[src/rtl/rv_pkg.sv]
// rtl/rv_pkg.sv - RV32I instruction format, opcode and field-packing definitions
package rv_pkg;

    typedef enum logic [2:0] {
        FMT_R = 3'd0,
        FMT_I = 3'd1,
        FMT_S = 3'd2,
        FMT_B = 3'd3,
        FMT_U = 3'd4,
        FMT_J = 3'd5
    } fmt_e;

    localparam logic [6:0] OP_REG    = 7'h33;
    localparam logic [6:0] OP_IMM    = 7'h13;
    localparam logic [6:0] OP_LUI    = 7'h37;
    localparam logic [6:0] OP_JAL    = 7'h6F;
    localparam logic [6:0] OP_BRANCH = 7'h63;
    localparam logic [6:0] OP_STORE  = 7'h23;

    typedef struct packed {
        logic [2:0]  fmt;
        logic [6:0]  opcode;
        logic [4:0]  rd;
        logic [2:0]  funct3;
        logic [4:0]  rs1;
        logic [4:0]  rs2;
        logic [6:0]  funct7;
        logic [31:0] imm;
    } fields_t;

    // Fields a format does not use stay zero; fmt 6/7 carry only the opcode.
    function automatic logic [31:0] pack_instr(input fields_t f);
        logic [31:0] w;
        w = {25'b0, f.opcode};
        case (f.fmt)
            FMT_R: w = {f.funct7, f.rs2, f.rs1, f.funct3, f.rd, f.opcode};
            FMT_I: w = {f.imm[11:0], f.rs1, f.funct3, f.rd, f.opcode};
            FMT_S: w = {f.imm[11:5], f.rs2, f.rs1, f.funct3, f.imm[4:0], f.opcode};
            FMT_B: w = {f.imm[12], f.imm[10:5], f.rs2, f.rs1, f.funct3,
                        f.imm[4:1], f.imm[11], f.opcode};
            FMT_U: w = {f.imm[31:12], f.rd, f.opcode};
            FMT_J: w = {f.imm[20], f.imm[10:1], f.imm[11], f.imm[19:12], f.rd, f.opcode};
            default: w = {25'b0, f.opcode};
        endcase
        return w;
    endfunction

endpackage

[src/rtl/rv_imm_check.sv]
// rtl/rv_imm_check.sv - immediate range/alignment and format validity check
module rv_imm_check
    import rv_pkg::*;
(
    input  logic [2:0]  fmt,
    input  logic [31:0] imm,
    output logic        err
);

    // A sign-extended field is representable when all bits above it match its sign bit.
    always_comb begin
        err = 1'b0;
        case (fmt)
            FMT_R:        err = 1'b0;
            FMT_I, FMT_S: err = !((&imm[31:11]) || !(|imm[31:11]));
            FMT_B:        err = !((&imm[31:12]) || !(|imm[31:12])) || imm[0];
            FMT_U:        err = |imm[11:0];
            FMT_J:        err = !((&imm[31:20]) || !(|imm[31:20])) || imm[0];
            default:      err = 1'b1;
        endcase
    end

endmodule

[src/rtl/rv_instr_encoder.sv]
// rtl/rv_instr_encoder.sv - two-stage valid/ready RV32I field packer with IMEM word address
module rv_instr_encoder
    import rv_pkg::*;
#(
    parameter int                 ADDR_W    = 10,
    parameter logic [ADDR_W-1:0]  BASE_ADDR = '0
) (
    input  logic              clk,
    input  logic              rst,
    input  logic              in_valid,
    output logic              in_ready,
    input  logic [2:0]        in_fmt,
    input  logic [6:0]        in_opcode,
    input  logic [4:0]        in_rd,
    input  logic [2:0]        in_funct3,
    input  logic [4:0]        in_rs1,
    input  logic [4:0]        in_rs2,
    input  logic [6:0]        in_funct7,
    input  logic [31:0]       in_imm,
    output logic              out_valid,
    input  logic              out_ready,
    output logic [31:0]       out_instr,
    output logic [ADDR_W-1:0] out_addr,
    output logic              out_err
);

    logic    s1_v;
    logic    s1_err;
    fields_t s1_f;
    fields_t in_f;
    logic    chk_err;
    logic    s1_adv;
    logic    s2_adv;

    assign in_f = '{fmt: in_fmt, opcode: in_opcode, rd: in_rd, funct3: in_funct3,
                    rs1: in_rs1, rs2: in_rs2, funct7: in_funct7, imm: in_imm};

    rv_imm_check u_imm_check (
        .fmt (in_fmt),
        .imm (in_imm),
        .err (chk_err)
    );

    // Stage 2 is the output register itself, so it frees up whenever the consumer takes it.
    assign s2_adv   = !out_valid || out_ready;
    assign s1_adv   = !s1_v || s2_adv;
    assign in_ready = s1_adv;

    always_ff @(posedge clk) begin
        if (rst) begin
            s1_v      <= 1'b0;
            s1_err    <= 1'b0;
            s1_f      <= '0;
            out_valid <= 1'b0;
            out_instr <= '0;
            out_err   <= 1'b0;
            out_addr  <= BASE_ADDR;
        end else begin
            if (s1_adv) begin
                s1_v <= in_valid;
                if (in_valid) begin
                    s1_f   <= in_f;
                    s1_err <= chk_err;
                end
            end
            if (s2_adv) begin
                out_valid <= s1_v;
                if (s1_v) begin
                    out_instr <= pack_instr(s1_f);
                    out_err   <= s1_err;
                end
            end
            if (out_valid && out_ready) begin
                out_addr <= out_addr + ADDR_W'(1);
            end
        end
    end

endmodule

[config.mk]
export PLATFORM = sky130hd
export DESIGN_NAME = rv_instr_encoder
export DESIGN_NICKNAME = d
export VERILOG_FILES = /design/src/rtl/rv_pkg.sv /design/src/rtl/rv_imm_check.sv /design/src/rtl/rv_instr_encoder.sv
export SDC_FILE = /design/constraint.sdc
export NUM_CORES = 1
export LEC_CHECK = 0
export CORE_MARGIN = 1.5
export CORE_UTILIZATION = 41
export CTS_CLUSTER_SIZE = 40
export DETAILED_ROUTE_END_ITERATION = 6
export PLACE_DENSITY = 0.77
export SKIP_LAST_GASP = 1
export SYNTH_ARGS = -nofsm -noshare
export SYNTH_HDL_FRONTEND = slang
export SYNTH_SLANG_ARGS = --single-unit
[constraint.sdc]
create_clock -name clk -period 4.9 [get_ports clk]
set_input_delay 1.47 -clock clk [delete_from_list [all_inputs] [get_ports clk]]
set_output_delay 1.47 -clock clk [all_outputs]
set_load 0.1 [all_outputs]
# ---- After elaboration in Yosys (flattened, before gate mapping)
# Cells that the tools add are included.
dict set report totals {
  regBits 113
  in_bits 71
  out_inout_bits 45
  wordCells 55
}
dict set report classes {
  n_addsub 1
  eq_ne 10
  muxes 2
  reduce_logical 28
}
# op count
set op_table {}
lappend op_table {{case mux 32 bit (6 select lines)} 1}
lappend op_table {{OR reduction 12 bit} 2}
lappend op_table {{AND reduction 21 bit} 1}
lappend op_table {{OR reduction 21 bit} 1}
lappend op_table {{AND reduction 20 bit} 1}
lappend op_table {{OR reduction 20 bit} 1}
lappend op_table {{== test 3 x 2 -> 1 bit (second input constant)} 4}
lappend op_table {{== test 3 bit (second input constant)} 4}
lappend op_table {{AND reduction 12 bit} 1}
lappend op_table {{adder 10 x 1 -> 10 bit (second input constant)} 1}
lappend op_table {{logical NOT 1 bit} 8}
lappend op_table {{logical OR 1 bit} 7}
lappend op_table {{== test 3 x 1 -> 1 bit (second input constant)} 2}
lappend op_table {{logical NOT 3 bit} 2}
lappend op_table {{case mux 1 bit (5 select lines)} 1}
lappend op_table {{AND reduction 2 bit} 2}
lappend op_table {{OR reduction 2 bit} 1}
lappend op_table {{logical AND 1 bit} 1}

# ---- Longest topological paths before layout
# Gate-level depths: netlist of run 1.
dict set report logic_depth {
  word_depth 6
  depth_mapped 8
  depth_no_buf 6
}

# ---- Cells and area by module
# Synthesis of run 1 repeated with hierarchy kept, for this count alone.
dict set report hier_totals {
  cells_unflattened 580
  area_unflattened_um2 4670.7
}
# module n_inst cells_per_inst area_per_inst_um2
set modules_own_cells {}
lappend modules_own_cells {rv_instr_encoder 1 545 4449.3}
lappend modules_own_cells {rv_imm_check 1 35 221.5}

# ---- Worst setup path after synthesis of run 1
# Ideal clock, no wire load.
dict set report synth_path {
  path_type {input to output}
  start {in out_ready}
  end {out in_ready}
  t_arrival_ns 2.173
  required_ns 3.430
  slack_ns 1.257
  cell_stages 2
  path_buffers 0
  cell_sequence {nor2b_4 nand2_1}
}
dict set report synth_via {
  elab_chain_len 2
}
# element line_no
set synth_lines {}
lappend synth_lines {{start: declaration} rv_instr_encoder.sv:21} ;# input logic out_ready,
lappend synth_lines {{logical OR 1 bit} rv_instr_encoder.sv:45} ;# assign s2_adv = !out_valid || out_ready;
lappend synth_lines {{logical OR 1 bit} rv_instr_encoder.sv:46} ;# assign s1_adv = !s1_v || s2_adv;
lappend synth_lines {{end: declaration} rv_instr_encoder.sv:11} ;# output logic in_ready,
# No other way between the ends.

# ---- Worst setup path in the final report of run 1
# Ends and elaborated chain as after synthesis.

==> qor.csv, run 1 <==
stage;metric;value;unit
status;status;finished clean;
pwr;Leak;2.31;nW
flow_run;max-cap check violation count;0;
worst_setup_path;Largest stage delay, worst path;550;ps
timing;skew final;5.99;ps
global_route;vias in the first global route;4153;
min_path;Hold/Removal Path Class;flip-flop to flip-flop;
timing;Final min period;3990;ps
worst_setup_path;CP max stage cell;clkdlybuf4s50_1;
layout;# diodes;0;
synthesis;Yosys reg bits;113;
synthesis;multiplexer share of the synthesized area;0.0203;
layout;layout cell share with drive strength beyond 1;0.0700;
synthesis;Synth Cell Area;0.00462;sq mm
timing;Final Max Slew Viols;0;
worst_setup_path;CP startpoint kind;input port;
pwr;P_sw;0.689;mW
cts;CTS Buf Count;17;
synthesis;largest family of logic cells by synthesized area;simple AND/OR/NAND/NOR gates;
synthesis;share of the synthesized area in the top cell type;0.490;
routing;residual DRC count;0;
place;DP Worst Slack;908;ps
cts;worst-skew pair later-pin latency;510;ps
cts;Max H-tree Level;4;
timing;endpoints failing setup;0;
synthesis;complex-gate fraction of the synthesized area;0.179;
worst_setup_path;Crit Path Max Fanout;5;
place;detailed-placement wirelength estimate;8580;um
timing;headroom to the max-slew limit;0.157;
pwr;Peak VDD IR;0.000209;V
synthesis;area share of and/or/nand/nor cells after synthesis;0.240;
die;Die Area;0.0119;sq mm
routing;DR WL/cell;15.3;um
layout;nets;746;
timing;fin crit share;0.815;
synthesis;Synth area leaders;dfxtp_1 (49%), nand2_1 (13%), a21oi_1 (8.6%);
routing;post-route ant nets;0;
die;row count;38;
synthesis;Yosys Warn Count;0;
timing;unrepaired setup endpoints after global routing;false;
timing;final-report hold violation count;0;
pwr;Internal;1.89;mW
pwr;Pwr Total;2.58;mW
synthesis;sequential fraction of the synthesis area;0.490;
cts;CTS clk-pin slew, worst paths;50;ps
place;# placed instances;795;
synthesis;Synth Area in XOR/XNOR;0.0171;
routing;vias per cell;5.28;
routing;Routed WL;12700;um
worst_setup_path;Worst Setup End Kind;output port;
die;Horiz. Die Dim;109;um
global_route;pin count of the biggest net entering global routing;114;
synthesis;largest area contributor in the synthesized netlist;dfxtp_1;
worst_setup_path;CP arrival;2520;ps
pwr;Clk pwr share;0.466;
worst_setup_path;Crit Path Class;input port to output port;
timing;top achievable clock speed;250;MHz
cts;post_cts resized;0;
pwr;Seq pwr share;0.389;
pwr;switching share of power;0.267;
worst_setup_path;required time of the worst setup path;3430;ps
routing;Vias;4362;
cts;clock sinks;113;
global_route;GRT Resource Usage Total;0.216;
synthesis;Unique masters post-synth;36;
layout;final cell count without fillers;826;
routing;starting DRC count in detailed routing;231;
timing;Final WS setup;907;ps
die;total core area;0.0109;sq mm
global_route;Overflow after GRT;0;
global_route;global-route wire length before repair;19700;um
pwr;Power Density;406;mW/mm^2
synthesis;synthesized instance count;578;
timing;Slew @ Worst Pin;1260;ps
layout;P&R area growth vs syn;37.5;%
synthesis;post-synthesis adder-cell area fraction;0.00271;
die;I/O pin count;116;
cts;clock root buffer;clkbuf_8;
worst_setup_path;CP Cell Sequence;clkdlybuf4s50_1, nor2b_4, nand2_1, buf_4;
cts;CTS tree;built;
synthesis;Post-Syn Area per Cell;7.99;sq um
die;Die Ht;109;um
cts;post-CTS setup buffers;0;
cts;hold_buf cts;0;
global_route;initial antenna violation count;0;
pwr;Combinational Power Share;0.144;
routing;Detailed Routing Iterations Pass 1;5;
timing;Post-Route Setup TNS;0;ps
place;port buffer count;115;
place;gpl congestion;0.873;
cts;clk buf depth;2;
die;Initial Util;0.424;
synthesis;synthesized net count;650;
power groups by stage:
stage | clock [mW] | sequential (mW) | combinational (mW)
after global routing | 1.26 | 1.01 | 0.397
final | 1.20 | 1.00 | 0.372
after detailed placement | 0 | 1.02 | 0.370
after CTS | 1.22 | 1.00 | 0.372
after floorplan | 0 | 1.13 | 0.132
after global placement | 0 | 1.02 | 0.364
cell usage after synthesis:
library cell  instances
o211ai_2              1
nor3_1               24
mux2i_1               6
nand2b_1              3
buf_2                18
and3_1                2
a21oi_1              79
clkbuf_1             18
nor2b_4               1
or4_4                 2
buf_6                 2
mux2_2                3
o21ai_0              13
nand4_1               7
xnor2_1               1
nor4_1                5
nand3b_1              1
nor2b_1               4
ha_1                  1
inv_1                 5
nand3_1               5
buf_4                 5
xor2_1                8
a221oi_1             19
dfxtp_1             113
a41oi_2               1
or3_1                 1
and2_1                1
a311oi_1              1
nor2_1               40
o21ai_1               1
nand2_1             166
o211ai_1              5
a22oi_1              14
o21bai_1              1
a211oi_1              1
per-layer routing:
| metal | GRT usage | up-vias | share of wire | routed length (um) |
|---|---|---|---|---|
| met2 | 0.359 | 155 | 0.49 | 6180 |
| met4 | 0.0930 | 0 | 0.026 | 325 |
| li1 | - | 2168 | - | - |
| met5 | 0 | - | 0 | 0 |
| met3 | 0.0598 | 26 | 0.064 | 816 |
| met1 | 0.261 | 2013 | 0.42 | 5350 |
final cells by class:
type                       instances  area (sq um)
clock buffer                      20           445
clock inverter                    11           138
fill                             988          4540
inverter                           5          18.8
multi-input combinational        417          2120
sequential                       113          2260
tap                              140           175
timing repair buffer             120          1180
sequential cells by signal (all words and copies together), names as in the netlist:
name       count
out_err        1
s1_err         1
out_valid      1
out_instr     32
out_addr      10
s1_v           1
s1_f          67
worst max-delay path, delay by kind of cell:
| kind | cells | cell delay, ps |
|---|---|---|
| and+or+nand+nor | 2 | 190 |
| buffers and inverters | 2 | 860 |
through the flow:
step | util | instance area (sq um) | hold slack, ps
after floorplan | - | 4620 | 432
after global placement | 0.529 | 5760 | 442
after detailed placement | 0.529 | 5760 | 444
after CTS | 0.583 | 6350 | 453
after global routing | 0.583 | 6350 | 466
final | 0.583 | 6350 | 448
final timing paths:
check,startpoint,to,slack [ps],depth (start not counted)
worst max-delay path,out_ready,in_ready,910,4
worst min-delay path,s1_f[61],out_instr[4],450,2
worst max register to register,s1_f[66],out_instr[22],2440,5
worst min register to register,s1_f[61],out_instr[4],450,2
cell usage in the layout, fill, tap and decap left out, types with 6 or more instances in the layout:
master and count:
xor2_1 8, nand2_1 165, nand4_1 7, o21ai_0 13, buf_4 7, a21oi_1 79, mux2i_1 6, clkbuf_16 16
a221oi_1 19, clkdlybuf4s50_1 113, a22oi_1 14, nor3_1 24, nor2_1 40, dfxtp_1 113
kinds of logic (layout without fill, tap and decap cells):
kind of cell	after synthesis	in the layout
compound gates	136	136
xor+xnor	9	9
fa+ha+maj	1	1
buf+inv	48	156
flops	113	113
mux	9	9
simple gates	262	262
Power figures use the tool's default switching activity.
==> run 2, diff against run 1 <==
- clock period: 4.9 -> 3.9 ns (I/O delays scaled with it)
==> qor.csv, run 2 (synthesis results as in run 1) <==
stage;metric;value;unit
timing;endpoints failing setup;0;
layout;most frequent cells in the layout;nand2_1 (165), dfxtp_1 (113), clkdlybuf4s50_1 (87);
global_route;Overflow after GRT;0;
layout;P&R area growth vs syn;36.8;%
timing;top achievable clock speed;299;MHz
timing;headroom to the max-slew limit;0.273;
cts;clock root buffer;clkbuf_8;
routing;vias per cell;5.30;
routing;DR WL/cell;14.9;um
pwr;Combinational Power Share;0.145;
timing;Final WS setup;556;ps
pwr;Clk pwr share;0.462;
worst_setup_path;RR Endpoint;out_instr[21];
layout;Biggest register;s1_f;
pwr;Internal;2.29;mW
place;port buffer count;115;
global_route;vias in the first global route;4029;
routing;Routed WL;12400;um
routing;residual DRC count;2;
layout;Fill cells;958;
timing;unrepaired setup endpoints after global routing;false;
worst_setup_path;Setup crit start;out_ready;
cts;clock sinks;113;
worst_setup_path;Crit Path Class;input port to output port;
die;I/O pin count;116;
pwr;switching share of power;0.285;
pwr;Peak VDD IR;0.000283;V
status;failing checks;design-rule violations;
cts;post_cts resized;0;
cts;CTS Buf Count;17;
timing;Slew @ Worst Pin;1090;ps
pwr;Power Density;507;mW/mm^2
cts;clk buf depth;2;
die;total core area;0.0109;sq mm
pwr;Pwr Total;3.20;mW
pwr;P_sw;0.913;mW
layout;Top Registers;s1_f x67, out_instr x32, out_addr x10;
global_route;global-route wire length before repair;19700;um
pwr;Seq pwr share;0.394;
layout;final core utilization;0.580;
worst_setup_path;required time of the worst setup path;2730;ps
timing;Post-Route Setup TNS;0;ps
global_route;GRT Resource Usage Total;0.217;
cts;CTS tree;built;
worst_setup_path;CP max stage cell;clkdlybuf4s50_1;
worst_setup_path;Crit Path Max Fanout;5;
worst_setup_path;CP Cell Sequence;clkdlybuf4s50_1, nor2b_4, nand2_1, buf_12;
timing;Final min period;3340;ps
layout;most common cell after layout, fill and taps aside;nand2_1;
routing;Vias;4406;
timing;Final Max Slew Viols;0;
timing;skew final;5.09;ps
cts;CTS clk-pin slew, worst paths;60;ps
cts;worst-skew pair later-pin latency;500;ps
worst_setup_path;Largest stage delay, worst path;480;ps
min_path;Hold/Removal Path Class;flip-flop to flip-flop;
cts;hold_buf cts;0;
place;detailed-placement wirelength estimate;8740;um
layout;layout cell share with drive strength beyond 1;0.116;
routing;Detailed Routing Iterations Pass 1;7;
global_route;pin count of the biggest net entering global routing;71;
min_path;hold path cells;2;
timing;final-report hold violation count;0;
worst_setup_path;Reg2Reg Depth;5;
status;status;complete, but fails checks;
place;DP Worst Slack;566;ps
routing;starting DRC count in detailed routing;311;
worst_setup_path;Worst Setup End Kind;output port;
layout;nets;750;
layout;max reg flops;67;
worst_setup_path;critical path depth;4;
die;Initial Util;0.424;
die;Die Area;0.0119;sq mm
place;gpl congestion;0.872;
die;Horiz. Die Dim;109;um
cts;Max H-tree Level;4;
pwr;Leak;2.38;nW
flow_run;max-cap check violation count;0;
worst_setup_path;CP startpoint kind;input port;
global_route;initial antenna violation count;0;
worst_setup_path;CP arrival;2170;ps
worst_setup_path;Critical Path Sink;in_ready;
timing;fin crit share;0.857;
die;row count;38;
layout;# diodes;0;
worst_setup_path;origin of the critical flop-to-flop path;s1_f[66];
die;Die Ht;109;um
worst_setup_path;R2R Setup Slk;1530;ps
worst_setup_path;CP top delay family;buffers and inverters;
cts;post-CTS setup buffers;0;
worst_setup_path;Buf+Inv Stages, Crit Path;2;
routing;post-route ant nets;0;
## run 2: how the worst min path moves through the flow
stage                         from           end
after global routing      s1_f[59]  out_instr[2]
after global placement    s1_f[63]  out_instr[6]
after CTS                 s1_f[36]      s1_f[36]
after floorplan             s1_err       out_err
final                     s1_f[32]      s1_f[32]
after detailed placement  s1_f[36]      s1_f[36]
## run 2: per-layer routing
metal  GRT usage  wire length, um
met1       0.271             5180
met2       0.364             6090
met3      0.0532              940
met4      0.0686              169
met5           0                0
## run 2: final cells by class
class / instances / area, sq um / share of cell area
flip-flops and latches: 113 / 2260 / 0.358
multi-input cells: 417 / 2120 / 0.336
repair buffers: 124 / 1160 / 0.184
clock buffers: 17 / 414 / 0.0656
well taps: 140 / 175 / 0.0277
clock inverters: 15 / 159 / 0.0252
inverters: 5 / 18.8 / 0.00297
## run 2: tightest hold or removal path: cells and delay by family (launching register included)
family / cells / cell delay (ps)
simple gates: 1 / 50
compound gates: 1 / 50
flops: 1 / 300
## run 2: power groups by stage
| stage | registers (mW) | clock network [mW] | logic, mW |
|---|---|---|---|
| finish | 1.26 | 1.48 | 0.464 |
| global route | 1.27 | 1.55 | 0.496 |
| floorplan | 1.42 | 0 | 0.166 |
| CTS | 1.26 | 1.50 | 0.465 |
| global placement | 1.28 | 0 | 0.456 |
| detailed placement | 1.28 | 0 | 0.463 |
## run 2: through the flow
| stage | hold WS [ps] | cell area, sq um | instances |
|---|---|---|---|
| after floorplan | 432 | 4620 | 578 |
| after global placement | 441 | 5740 | 799 |
| after detailed placement | 446 | 5740 | 799 |
| after CTS | 454 | 6310 | 831 |
| after global routing | 468 | 6310 | 831 |
| final | 453 | 6310 | 831 |
==> run 3, diff against run 2 <==
- CORE_UTILIZATION: 41 -> 50
- DONT_BUFFER_PORTS: not set -> 1
- PLACE_DENSITY: 0.77 -> 0.73
==> qor.csv, run 3 (synthesis results as in run 1) <==
stage;metric;value;unit
status;status;finished clean;
routing;starting DRC count in detailed routing;273;
global_route;initial antenna violation count;0;
place;DP Worst Slack;984;ps
timing;endpoints failing setup;0;
timing;Final min period;2860;ps
timing;unrepaired setup endpoints after global routing;false;
layout;P&R area growth vs syn;13.6;%
timing;final-report hold violation count;0;
global_route;vias in the first global route;3818;
global_route;global-route wire length before repair;18400;um
routing;Routed WL;11500;um
global_route;pin count of the biggest net entering global routing;114;
cts;clock root buffer;clkbuf_8;
timing;Final WS setup;1040;ps
layout;nets;634;
worst_setup_path;CP arrival;1690;ps
cts;hold_buf cts;0;
layout;# diodes;0;
layout;most frequent cells in the layout;nand2_1 (165), dfxtp_1 (113), a21oi_1 (79);
pwr;Leak;1.93;nW
global_route;GRT Resource Usage Total;0.238;
layout;Biggest register;s1_f;
min_path;Hold/Removal Path Class;flip-flop to flip-flop;
cts;clk buf depth;2;
layout;Top Registers;s1_f x67, out_instr x32, out_addr x10;
routing;vias per cell;5.87;
timing;headroom to the max-slew limit;0.243;
pwr;Pwr Total;3.24;mW
place;gpl congestion;0.850;
flow_run;max-cap check violation count;0;
worst_setup_path;Crit Path Class;flip-flop to output port;
cts;worst-skew pair later-pin latency;500;ps
timing;Post-Route Setup TNS;0;ps
cts;Max H-tree Level;4;
pwr;Power Density;618;mW/mm^2
cts;CTS tree;built;
die;Initial Util;0.522;
routing;Detailed Routing Iterations Pass 1;6;
die;total core area;0.00885;sq mm
layout;most common cell after layout, fill and taps aside;nand2_1;
pwr;Peak VDD IR;0.000363;V
cts;CTS Buf Count;17;
worst_setup_path;R2R Setup Slk;1470;ps
timing;top achievable clock speed;350;MHz
die;row count;34;
global_route;Overflow after GRT;0;
timing;skew final;6.36;ps
timing;Slew @ Worst Pin;1130;ps
worst_setup_path;Crit Path Max Fanout;5;
place;port buffer count;0;
worst_setup_path;Worst Setup End Kind;output port;
cts;post_cts resized;0;
die;Horiz. Die Dim;99.1;um
layout;layout cell share with drive strength beyond 1;0.0852;
place;detailed-placement wirelength estimate;7710;um
timing;Final Max Slew Viols;0;
routing;DR WL/cell;16.8;um
routing;residual DRC count;0;
layout;Fill cells;789;
cts;post-CTS setup buffers;0;
cts;clock sinks;113;
worst_setup_path;required time of the worst setup path;2730;ps
timing;fin crit share;0.733;
worst_setup_path;CP startpoint kind;flip-flop;
layout;max reg flops;67;
die;Die Ht;99.1;um
die;Die Area;0.00982;sq mm
routing;post-route ant nets;0;
cts;CTS clk-pin slew, worst paths;50;ps
die;I/O pin count;116;
routing;Vias;4012;
-- run 3: cell types whose count changed in the layout (fill, tap and decap cells not counted), sizes merged --
cell	change
buf	-29
clkbuf	+5
bufinv	+3
clkinvlp	-1
clkdlybuf4s50	-87
inv	-5
clkinv	-2
-- run 3: worst paths after layout --
check	start	to	cells past startpoint
max	out_valid	in_ready	4
min	s1_f[61]	out_instr[4]	2
max reg2reg	out_valid	s1_f[40]	8
min reg2reg	s1_f[61]	out_instr[4]	2
-- run 3: final cells by class --
cell class	instances	area, sq um	area share
Timing Repair Buffer	8	60.1	0.0115
Inverter	5	18.8	0.00358
Tap cell	108	135	0.0258
Sequential cell	113	2260	0.431
Multi-Input combinational cell	417	2120	0.405
Clock buffer	22	463	0.0883
Clock inverter	10	180	0.0344
-- run 3: report_power, final --
part	switching, mW	total [mW]	leakage (nW)	internal (mW)
combinational	0.108	0.177	0.686	0.0689
sequential	0.193	1.41	0.928	1.22
clock	0.505	1.65	0.311	1.15
total	0.806	3.24	1.93	2.43
-- run 3: layer usage --
layer	vias to the layer above	global-route usage	wire (um)
met3	27	0.0857	1110
li1	1956	-	-
met2	174	0.389	5480
met1	1855	0.288	4630
met5	-	0	0
met4	0	0.0932	270
-- run 3: critical path: stages (launching register included) --
cell,delay (ps)
dfxtp_1,320
buf_4,300
nor2b_4,250
nand2_1,70
buf_4,240
-- run 3: metrics by stage --
stage | hold WS, ps | util | cell area, sq um | cells
after floorplan | 432 | - | 4620 | 578
after global placement | 430 | 0.520 | 4600 | 651
after detailed placement | 437 | 0.520 | 4600 | 651
after CTS | 445 | 0.593 | 5240 | 683
after global routing | 467 | 0.593 | 5240 | 683
final | 441 | 0.593 | 5240 | 683
